### src/rtl/dserial_add64_pkg.sv
// Shared constants and FSM encoding for the digit-serial 64-bit adder.
package dserial_add64_pkg;

    localparam int SLICE_W = 16;

    typedef enum logic [1:0] {
        IDLE = 2'd0,
        RUN  = 2'd1,
        DONE = 2'd2
    } state_t;

endpackage

### src/rtl/dserial_add64_if.sv
// Operand/result handshake bundle for dserial_add64.
interface dserial_add64_if
    import dserial_add64_pkg::*;
#(
    parameter int NWORDS = 4
);
    localparam int W = SLICE_W * NWORDS;

    logic         in_valid;
    logic         in_ready;
    logic [W-1:0] a;
    logic [W-1:0] b;
    logic         cin;
    logic         sub;
    logic         out_valid;
    logic         out_ready;
    logic [W-1:0] sum;
    logic         cout;
    logic         ovf;

    modport master (
        output in_valid, a, b, cin, sub, out_ready,
        input  in_ready, out_valid, sum, cout, ovf
    );

    modport slave (
        input  in_valid, a, b, cin, sub, out_ready,
        output in_ready, out_valid, sum, cout, ovf
    );

endinterface

### src/rtl/dserial_add64_cska16.sv
// 16-bit carry-skip adder: four 4-bit ripple blocks, each bypassed when fully propagating.
module cska16 (
    output logic [15:0] sum,
    output logic        cout,
    input  logic [15:0] a,
    input  logic [15:0] b,
    input  logic        cin
);

    logic [15:0] p;
    logic [15:0] g;
    logic [4:0]  bc;

    assign p     = a ^ b;
    assign g     = a & b;
    assign bc[0] = cin;

    for (genvar k = 0; k < 4; k++) begin : g_blk
        logic [4:0] rc;
        assign rc[0] = bc[k];
        for (genvar i = 0; i < 4; i++) begin : g_bit
            assign sum[4*k+i] = p[4*k+i] ^ rc[i];
            assign rc[i+1]    = g[4*k+i] | (p[4*k+i] & rc[i]);
        end
        // Skip path: an all-propagate block forwards its incoming carry directly.
        assign bc[k+1] = (&p[4*k +: 4]) ? bc[k] : rc[4];
    end

    assign cout = bc[4];

endmodule

### src/rtl/dserial_add64.sv
// Digit-serial multi-word add/subtract: one cska16 slice per cycle, LSW first.
module dserial_add64
    import dserial_add64_pkg::*;
#(
    parameter int NWORDS = 4
) (
    input  logic            clk,
    input  logic            rst_n,
    dserial_add64_if.slave  bus
);

    localparam int W  = SLICE_W * NWORDS;
    localparam int CW = (NWORDS > 1) ? $clog2(NWORDS) : 1;
    localparam int BW = $clog2(W);

    state_t              state;
    state_t              state_nxt;
    logic [CW-1:0]       cnt;
    logic [BW-1:0]       base;
    logic                last;
    logic [W-1:0]        opa;
    logic [W-1:0]        opb;
    logic                carry;
    logic [W-1:0]        sum_r;
    logic                cout_r;
    logic                ovf_r;
    logic [SLICE_W-1:0]  s_sum;
    logic                s_cout;

    assign base = BW'({cnt, 4'b0000});
    assign last = (cnt == CW'(NWORDS - 1));

    cska16 u_cska16 (
        .sum  (s_sum),
        .cout (s_cout),
        .a    (opa[base +: SLICE_W]),
        .b    (opb[base +: SLICE_W]),
        .cin  (carry)
    );

    always_ff @(posedge clk or negedge rst_n) begin
        if (!rst_n) begin
            state <= IDLE;
        end else begin
            state <= state_nxt;
        end
    end

    always_comb begin
        state_nxt = state;
        case (state)
            IDLE:    if (bus.in_valid)  state_nxt = RUN;
            RUN:     if (last)          state_nxt = DONE;
            DONE:    if (bus.out_ready) state_nxt = IDLE;
            default: state_nxt = IDLE;
        endcase
    end

    always_comb begin
        bus.in_ready  = (state == IDLE);
        bus.out_valid = (state == DONE);
    end

    always_ff @(posedge clk or negedge rst_n) begin
        if (!rst_n) begin
            cnt    <= '0;
            carry  <= 1'b0;
            opa    <= '0;
            opb    <= '0;
            sum_r  <= '0;
            cout_r <= 1'b0;
            ovf_r  <= 1'b0;
        end else begin
            case (state)
                IDLE: begin
                    if (bus.in_valid) begin
                        opa   <= bus.a;
                        opb   <= bus.sub ? ~bus.b : bus.b;
                        carry <= bus.sub | bus.cin;
                        cnt   <= '0;
                    end
                end
                RUN: begin
                    sum_r[base +: SLICE_W] <= s_sum;
                    carry                  <= s_cout;
                    cnt                    <= cnt + CW'(1);
                    // Overflow uses the operand sign bits still held in opa/opb.
                    if (last) begin
                        cout_r <= s_cout;
                        ovf_r  <= (opa[W-1] == opb[W-1]) && (s_sum[SLICE_W-1] != opa[W-1]);
                    end
                end
                default: ;
            endcase
        end
    end

    assign bus.sum  = sum_r;
    assign bus.cout = cout_r;
    assign bus.ovf  = ovf_r;

endmodule

### src/flat_wrapper.sv
// flat-port wrapper written by rule: the top's interface ports become plain ports
module dserial_add64_flat import dserial_add64_pkg::*;
#(
    parameter int NWORDS = 4
)
  (clk, rst_n, bus_in_valid, bus_a, bus_b, bus_cin, bus_sub, bus_out_ready, bus_in_ready, bus_out_valid, bus_sum, bus_cout, bus_ovf);
  dserial_add64_if #(.NWORDS(NWORDS)) bus_i ();
  input  logic clk;
  input  logic rst_n;
  input wire logic [$bits(bus_i.in_valid)-1:0] bus_in_valid;
  input wire logic [$bits(bus_i.a)-1:0] bus_a;
  input wire logic [$bits(bus_i.b)-1:0] bus_b;
  input wire logic [$bits(bus_i.cin)-1:0] bus_cin;
  input wire logic [$bits(bus_i.sub)-1:0] bus_sub;
  input wire logic [$bits(bus_i.out_ready)-1:0] bus_out_ready;
  output wire logic [$bits(bus_i.in_ready)-1:0] bus_in_ready;
  output wire logic [$bits(bus_i.out_valid)-1:0] bus_out_valid;
  output wire logic [$bits(bus_i.sum)-1:0] bus_sum;
  output wire logic [$bits(bus_i.cout)-1:0] bus_cout;
  output wire logic [$bits(bus_i.ovf)-1:0] bus_ovf;
  assign bus_i.in_valid = bus_in_valid;
  assign bus_i.a = bus_a;
  assign bus_i.b = bus_b;
  assign bus_i.cin = bus_cin;
  assign bus_i.sub = bus_sub;
  assign bus_i.out_ready = bus_out_ready;
  assign bus_in_ready = bus_i.in_ready;
  assign bus_out_valid = bus_i.out_valid;
  assign bus_sum = bus_i.sum;
  assign bus_cout = bus_i.cout;
  assign bus_ovf = bus_i.ovf;
  dserial_add64 #(.NWORDS(NWORDS)) u_core (.clk(clk), .rst_n(rst_n), .bus(bus_i));
endmodule
### config.mk
export PLATFORM = sky130hd
export DESIGN_NAME = dserial_add64_flat
export DESIGN_NICKNAME = d
export VERILOG_FILES = /design/src/rtl/dserial_add64_pkg.sv /design/src/rtl/dserial_add64_if.sv /design/src/rtl/dserial_add64_cska16.sv /design/src/rtl/dserial_add64.sv /design/src/flat_wrapper.sv
export SDC_FILE = /design/constraint.sdc
export NUM_CORES = 1
export LEC_CHECK = 0
export ABC_AREA = 1
export CAP_MARGIN = 20
export CELL_PAD_IN_SITES_DETAIL_PLACEMENT = 1
export CELL_PAD_IN_SITES_GLOBAL_PLACEMENT = 2
export CORE_UTILIZATION = 33
export CTS_BUF_LIST = sky130_fd_sc_hd__clkbuf_4 sky130_fd_sc_hd__clkbuf_8 sky130_fd_sc_hd__clkbuf_16
export CTS_CLUSTER_DIAMETER = 60
export DETAILED_ROUTE_END_ITERATION = 12
export GPL_ROUTABILITY_DRIVEN = 0
export PLACE_DENSITY_LB_ADDON = 0.15
export SYNTH_ARGS = -nofsm -noshare
export SYNTH_HDL_FRONTEND = slang
export SYNTH_HIERARCHICAL = 1
export SYNTH_SLANG_ARGS = --single-unit
### constraint.sdc
create_clock -name clk -period 14.2 [get_ports clk]
set_input_delay 2.84 -clock clk [delete_from_list [all_inputs] [get_ports clk]]
set_output_delay 2.84 -clock clk [all_outputs]
set_load 0.01 [all_outputs]
==> metrics.yaml <==
outcome: "finished clean"
post-cts-setup-buffer-count: 0
worstMarginPinSlew_ps: 1004
synth-main-ff-cell: "dfrtp_1"
rsz0062_at_grt: "false"
row_count: 64
synth_fp_nets: 1399
critPathCaptureType: "register"
yosys_warnings: 6
fin_setup_tns_ps: 0
placement.io_buffers: 201
grt_max_degree: 98
die_x_um: 178.8
clock-sinks: 199
fill_cells: 3639
fp.dieH_um: 178.8
place_area_um2: 12430
total_power_w: 0.003324
clk_pin_slew_ps: 70
slew_viol_final: 0
ios: 202
antenna_found_initial: 0
core_area_um2: 30670
ir_drop_v: 0.0001068
synth-edff-count: 0
period_share_pct: 68.26
syn_area_um2: 10310
cts_made_buffers: 17
clock.fmax_mhz: 103.2
drv_cap: 0
grt_pass1_wl_um: 49220
cts_tree: "built"
setup_viol_count_final: 0
syn_inst: 1228
firstDrtPassIters: 4
diodes: 0
cts_root_buf: "clkbuf_16"
cp.required_ps: 14560
cp_slowest_stage_delay_ps: 700
ys_seq_area_share_pct: 48.29
drt_iter0_markers: 391
cp-start-kind: "register"
worstPathMaxFanout: 81
finalCriticalPeriod_ps: 9693
hold_viol: 0
clkLatencyLatePin_ps: 430
hold_class: "reg -> reg"
finalInstanceArea_um2: 12980
remaining_drc_errors: 0
globalRouteOverflowTotal: 0
async_flop_share_pct: 100.0
relSlewSlack_pct: 33.06
p_leak_nw: 6.146
avgSynthCellArea_um2: 8.398
hold_buffers: 0
crit_top_cell: "fa_1"
vias: 8345
p_per_area_nw_per_um2: 256.1
drive_gt1_share_pct: 4.323
initial_core_util_pct: 33.62
wl_per_cell_um: 17.31
place_hpwl_um: 22370
critPathKind: "reg -> reg"
grt_pass1_vias: 8665
cp.arrival_ps: 10060
grt_usage_pct: 20.43
htreeDepth: 4
clockBufferDepth: 2
final_common_cell: "nand2_1"
detail-route-antenna-nets: 0
dieArea_um2: 31960
nNetsFinal: 1549
routed_wl_um: 30880
ys_types: 33
ctsResizeCount: 0
multiInputGateArea_um2: 4619
regArea_um2: 4981
synth_seq_cells: 199
layout_common_cells: "425 x nand2_1, 198 x clkdlybuf4s50_1, 198 x dfrtp_1, 85 x nor2_1, 71 x nand3_1"
vias_per_cell: 4.678
fin_worst_skew_ps: 18.72
area_growth_pct: 25.89
critPathSlowestCell: "buf_4"
[cells by family (layout without fill, tap and decap cells)]
logic type | after synthesis | count (layout) | synth area share, %
AOI/OAI and AO/OA | 167 | 167 | 9.464
and+or+nand+nor | 613 | 613 | 24.17
DFF | 199 | 199 | 48.29
adders and majority gates | 37 | 37 | 5.654
buffers and inverters | 148 | 308 | 6.988
xor gates and xnor gates | 64 | 64 | 5.436
[area by class of cell]
class	instances	share of cell area, %
Clock inverter	12	0.8770
Sequential cell	199	38.37
Timing Repair Buffer	211	16.10
Tap cell	396	3.816
Inverter	68	1.976
Multi-Input combinational cell	881	35.58
Clock buffer	17	3.277
[metal layers]
metal | global-route usage [%] | part of all wire, % | vias up
li1 | - | - | 4168
met1 | 28.33 | 48 | 4004
met2 | 33.48 | 48 | 157
met3 | 2.863 | 3.2 | 16
met4 | 5.014 | 1.1 | 0
met5 | 0 | 0 | -
[per-stage QoR]
stage | worst slack, ps | hold slack [ps] | cells | utilization (%)
after floorplan | 5700 | 436.6 | 1228 | -
after global placement | 4789 | 452.6 | 1754 | 40.52
after detailed placement | 4516 | 461.5 | 1754 | 40.52
after CTS | 4464 | 479.4 | 1783 | 42.28
after global routing | 4096 | 486.7 | 1784 | 42.33
final | 4507 | 476.7 | 1784 | 42.33
[worst paths after layout]
path,start,endpoint,slack [ps],cells after the start
setup / recovery,u_core/cnt[0]$_DFFE_PN0P_,u_core/bus.sum[31]$_DFFE_PN0P_,4510,35
hold / removal,u_core/opa[6]$_DFFE_PN0P_,u_core/opa[6]$_DFFE_PN0P_,480,2
setup reg to reg,u_core/cnt[0]$_DFFE_PN0P_,u_core/bus.sum[31]$_DFFE_PN0P_,4510,35
hold reg to reg,u_core/opa[6]$_DFFE_PN0P_,u_core/opa[6]$_DFFE_PN0P_,480,2
max in group asynchronous,rst_n,u_core/opb[58]$_DFFE_PN0P_,10320,2
min in group asynchronous,rst_n,u_core/bus.sum[49]$_DFFE_PN0P_,2420,1
[cell usage after synthesis, drive strengths merged (21+ instances only)]
library cell  number  area share [%]
o211ai            32             2.3
nor2              90             3.7
clkbuf            29             1.1
nand3             75             3.8
inv               68             2.5
nand2            427              16
xnor2             64             5.4
ha                21             2.5
o21ai            117             5.8
buf               51             3.4
dfrtp            199              48
[sequential cells by signal (all words and copies together) (netlist names)]
| signal | cells |
|---|---|
| u_core/bus.cout | 1 |
| u_core/bus.ovf | 1 |
| u_core/bus.sum | 64 |
| u_core/carry | 1 |
| u_core/cnt | 2 |
| u_core/opa | 64 |
| u_core/opb | 64 |
| u_core/state | 2 |
[power by group]
part           internal [W]  switching, W  leakage, nW
clock              0.000229      0.000234        0.263
sequential         0.000818      0.000167         2.53
combinational      0.000696       0.00118         3.35
total               0.00174       0.00158         6.15
[critical path, delay by kind of cell, from the launching register on]
| family | cells | cell delay (ps) |
|---|---|---|
| buffers and inverters | 7 | 1470 |
| adder cells (fa/ha/maj) | 16 | 6030 |
| AO/OA/AOI/OAI | 3 | 400 |
| AND/OR/NAND/NOR | 9 | 1300 |
| flip-flops | 1 | 400 |
(Power assumes the default switching activity.)
